==> src/rtl/rr_decode_arbiter.sv <==
// Eight-way round-robin arbiter with hold limit and decoded one-hot grant; grant visible 1 cycle after arbitration.
// Release costs a GAP plus an IDLE cycle; non-owner requests wait until IDLE and are never dropped while held.
module rr_decode_arbiter #(
  parameter int MAX_HOLD = 15
) (
  input  logic       clk,
  input  logic       rst_n,
  input  logic [7:0] req,
  output logic [7:0] gnt,
  output logic [2:0] gnt_idx,
  output logic       gnt_valid,
  output logic       timeout
);

  typedef enum logic [1:0] {
    IDLE  = 2'd0,
    GRANT = 2'd1,
    GAP   = 2'd2
  } state_t;

  localparam logic [7:0] HOLD_LIM = 8'(MAX_HOLD);

  state_t     state;
  logic [2:0] ptr;
  logic [2:0] cur;
  logic [7:0] hold_cnt;

  logic [2:0] win_idx;
  logic       win_found;

  function automatic logic [7:0] decode3(input logic en, input logic [2:0] idx);
    decode3 = en ? (8'h01 << idx) : 8'h00;
  endfunction

  // Search upward from ptr, wrapping modulo 8; first hit wins.
  always_comb begin
    win_idx   = ptr;
    win_found = 1'b0;
    for (int i = 0; i < 8; i++) begin
      if (!win_found && req[ptr + 3'(i)]) begin
        win_idx   = ptr + 3'(i);
        win_found = 1'b1;
      end
    end
  end

  always_ff @(posedge clk or negedge rst_n) begin
    if (!rst_n) begin
      state     <= IDLE;
      ptr       <= 3'd0;
      cur       <= 3'd0;
      hold_cnt  <= 8'd0;
      gnt       <= 8'h00;
      gnt_idx   <= 3'd0;
      gnt_valid <= 1'b0;
      timeout   <= 1'b0;
    end else begin
      timeout <= 1'b0;
      case (state)
        IDLE: begin
          if (win_found) begin
            cur       <= win_idx;
            gnt_idx   <= win_idx;
            hold_cnt  <= 8'd1;
            gnt       <= decode3(1'b1, win_idx);
            gnt_valid <= 1'b1;
            state     <= GRANT;
          end
        end
        GRANT: begin
          // A request drop on the limit cycle is a plain release, so it is checked first.
          if (!req[cur] || hold_cnt == HOLD_LIM) begin
            state     <= GAP;
            ptr       <= cur + 3'd1;
            gnt       <= decode3(1'b0, cur);
            gnt_valid <= 1'b0;
            timeout   <= req[cur];
          end else begin
            hold_cnt <= hold_cnt + 8'd1;
          end
        end
        GAP: begin
          state <= IDLE;
        end
        default: begin
          state <= IDLE;
        end
      endcase
    end
  end

endmodule

==> config.mk <==
export PLATFORM = sky130hd
export DESIGN_NAME = rr_decode_arbiter
export DESIGN_NICKNAME = d
export VERILOG_FILES = /design/src/rtl/rr_decode_arbiter.sv
export SDC_FILE = /design/constraint.sdc
export NUM_CORES = 1
export LEC_CHECK = 0
export BUFFER_PORTS_ARGS = -buffer_cell sky130_fd_sc_hd__buf_2
export CAP_MARGIN = 20
export CELL_PAD_IN_SITES_DETAIL_PLACEMENT = 1
export CELL_PAD_IN_SITES_GLOBAL_PLACEMENT = 2
export CORE_MARGIN = 10
export CORE_UTILIZATION = 40
export CTS_BUF_LIST = sky130_fd_sc_hd__clkbuf_4
export CTS_CLUSTER_DIAMETER = 120
export CTS_CLUSTER_SIZE = 10
export DETAILED_ROUTE_END_ITERATION = 6
export HOLD_SLACK_MARGIN = 0.05
export PLACE_DENSITY = 0.9
export SLEW_MARGIN = 10
export SYNTH_ARGS = -nofsm -noshare
export SYNTH_HDL_FRONTEND = slang
export SYNTH_SLANG_ARGS = --single-unit
==> constraint.sdc <==
create_clock -name clk -period 6.87 [get_ports clk]
set_input_delay 0.687 -clock clk [delete_from_list [all_inputs] [get_ports clk]]
set_output_delay 0.687 -clock clk [all_outputs]
set_load 0.02 [all_outputs]
==> impl_metrics.csv <==
group,metric,value,unit
clock_network,holdBufCountCts,0,
clock_network,cts_made_buffers,3,
logic_synthesis,async_flop_share,100.0,%
critical_path,cp_data_arrival_time,4830,ps
clock_network,clkLatencyLatePin,330,ps
critical_path,worst-setup-path-type,"register to register",
logic_synthesis,synth-compound-area-share,15.40,%
critical_path,crit_chain,"clkinv_1 -> ha_1 -> mux4_2 -> mux2i_1 -> nand2_1 -> a2111oi_0 -> a211oi_1 -> or2_1 -> o31ai_1",
routing,via_per_inst,6.215,
logic_synthesis,ys_seq_area_share,30.34,%
sta,tightest_slew,796.6,ps
critical_path,cpMaxStageDelayCell,"dfrtp_1",
sta,rsz0062_at_grt,"false",
critical_path,end_kind,"register",
routing,drt_first_pass_iters,4,
grt,grt_pass1_vias,1914,
power_and_ir_drop,leakage,0.9953,nW
routing,routed-via-count,1877,
cells_and_area,fill_cells,621,
flow_run,max-cap-violations,0,
logic_synthesis,yosys_warnings,0,
sta,final-setup-viol-count,0,
sta,hold_violations,0,
critical_path,critPathLaunchType,"register",
floorplan,initial_core_util,41.72,%
sta,fin_crit,4583,ps
clock_network,cts_tree,"yes",
clock_network,htreeDepth,1,
grt,grt_pass1_wl,10120,µm
sta,fmax,218.2,MHz
clock_network,post-cts-setup-buffer-count,0,
logic_synthesis,synthMuxAreaShare,26.66,%
critical_path,slowest_delay,890,ps
cells_and_area,fin_nets,247,
routing,drc_errors,0,
critical_path,crit_required,7120,ps
logic_synthesis,syn_area,2145,µm²
sta,relSlewSlack,46.89,%
logic_synthesis,syn_inst,214,
logic_synthesis,synthAdderAreaFrac,2.334,%
worst_hold_path,min_path_type,"input pin to asynchronous set/reset pin",
floorplan,core-area,5140,µm²
cells_and_area,n_antenna_cell,0,
floorplan,die_x,93.22,µm
logic_synthesis,synth_edf_count,0,
routing,wl_per_cell,19.44,µm
routing,finalWirelength,5871,µm
floorplan,die_y,93.22,µm
placement,portBuffers,22,
clock_network,clk_path_buf_depth,2,
power_and_ir_drop,p_total,1.326,mW
floorplan,pin_count,23,
grt,track_usage,14.10,%
floorplan,num_rows,26,
logic_synthesis,synth_common_cells,"27 x nand2_1, 26 x dfrtp_1, 17 x nor2_1, 16 x mux4_2, 14 x mux2i_1",
logic_synthesis,yosys.area_share.simple,18.55,%
critical_path,crit_fanout,18,
critical_path,crit_family,"multiplexers",
power_and_ir_drop,peakVddDrop,0.2440,mV
sta,period_share,66.72,%
sta,whs,330.2,ps
routing,antenna_left,0,
cells_and_area,drive_gt1_share,23.28,%
sta,fin_skew,15.92,ps
logic_synthesis,synth-seq-cells,26,
grt,grt_max_degree,27,
placement,place_hpwl,4570,µm
clock_network,root_buffer,"clkbuf_4",
critical_path,crit_buf_inv,1,
logic_synthesis,synth.top_cells.by_area,"dfrtp_1 30%, mux4_2 17%, mux2i_1 6.5%, nand2_1 4.7%, xnor2_1 3.3%",
grt,antenna_found_initial,0,
placement,place.gp.congestion,0.8930,
routing,drt-initial-drc-count,114,
clock_network,clk_pin_slew,150,ps
grt,grt_overflow,0,
logic_synthesis,yosysUniqueCellTypes,51,
logic_synthesis,avgSynthCellArea,10.02,µm²
logic_synthesis,yosys.area.top_type_share,30.34,%
power_and_ir_drop,powerDensity,563.8,nW/µm²
sta,slew_violations,0,
logic_synthesis,syn_nets,228,
logic_synthesis,yosys.area_share.xor_xnor,3.676,%
clock_network,post_cts_resized,0,
logic_synthesis,synth_area_leader_cell,"dfrtp_1",
run_status,outcome,"finished, final reports clean",
logic_synthesis,synthFlopType,"dfrtp_1",
logic_synthesis,synth_top_family_by_area,"multiplexers",
logic_synthesis,synth.most_common_cell,"nand2_1",
sta,finalSetupTns,0,ps
floorplan,dieArea,8690,µm²
cells_and_area,synthToLayoutAreaGrowth,9.685,%
clock_network,cts_num_sinks,26,
==> cell type report <==
type	count	area [µm²]	share of cell area, %
multi-input combinational	174	1429	60.74
sequential	26	650.6	27.66
timing repair buffer	22	110.1	4.681
tap	70	87.58	3.723
clock inverter	1	30.03	1.277
clock buffer	3	22.52	0.9574
inverter	6	22.52	0.9574
==> flip-flops by register name, indices dropped and copies added, names as in the netlist <==
signal / count
hold_cnt: 8
gnt: 8
ptr: 3
timeout: 1
state: 2
cur: 3
gnt_valid: 1
==> layout by cell type (no fill, tap or decap), drive strengths merged, types with 6 or more instances in the layout <==
master  synthesis  final
buf             5     22
dfrtp          26     26
mux2            6      6
mux2i          14     14
mux4           16     16
nand2          27     27
nand3           8      8
nor2           19     19
o21ai          10     10
o31ai           6      6
xnor2           8      8
==> logic make-up (layout without fill, tap and decap cells) <==
kind of cell    Yosys count  after routing
xor+xnor                  9              9
buf+inv                  14             32
fa+ha+maj                 4              4
mux                      36             36
flops                    26             26
compound gates           44             44
simple gates             81             81
==> per-layer routing <==
| layer | vias up | routed length (µm) | global-route usage [%] |
|---|---|---|---|
| met4 | 0 | 97 | 4.113 |
| met5 | - | 0 | 0 |
| li1 | 860 | - | - |
| met1 | 968 | 2589 | 17.85 |
| met2 | 41 | 2947 | 23.78 |
| met3 | 8 | 238 | 2.558 |
==> metrics by stage <==
| stage | instance area (µm²) | util, % | worst slack (ps) | cells |
|---|---|---|---|---|
| after floorplan | 2145 | - | 3200 | 214 |
| after global placement | 2300 | 44.74 | 2407 | 298 |
| after detailed placement | 2300 | 44.74 | 2304 | 298 |
| after CTS | 2352 | 45.76 | 2283 | 302 |
| after global routing | 2352 | 45.76 | 1758 | 302 |
| final | 2352 | 45.76 | 2287 | 302 |
==> power by group <==
part | internal [mW] | switching [mW] | total [mW]
sequential | 0.201 | 0.0871 | 0.288
combinational | 0.383 | 0.550 | 0.933
clock | 0.0590 | 0.0459 | 0.105
==> path summary, 6_finish.rpt <==
path                            startpoint  endpoint  slack (ps)  depth (start not counted)
worst max-delay path                ptr[0]    gnt[2]        2290                          9
worst min-delay path                 rst_n    gnt[2]         330                          1
worst max register to register      ptr[0]    gnt[2]        2290                          9
worst min register to register      gnt[6]    gnt[6]         500                          2
max in group asynchronous            rst_n    cur[0]        6130                          1
min in group clk                    gnt[6]    gnt[6]         500                          2
(Power assumes the default switching activity.)
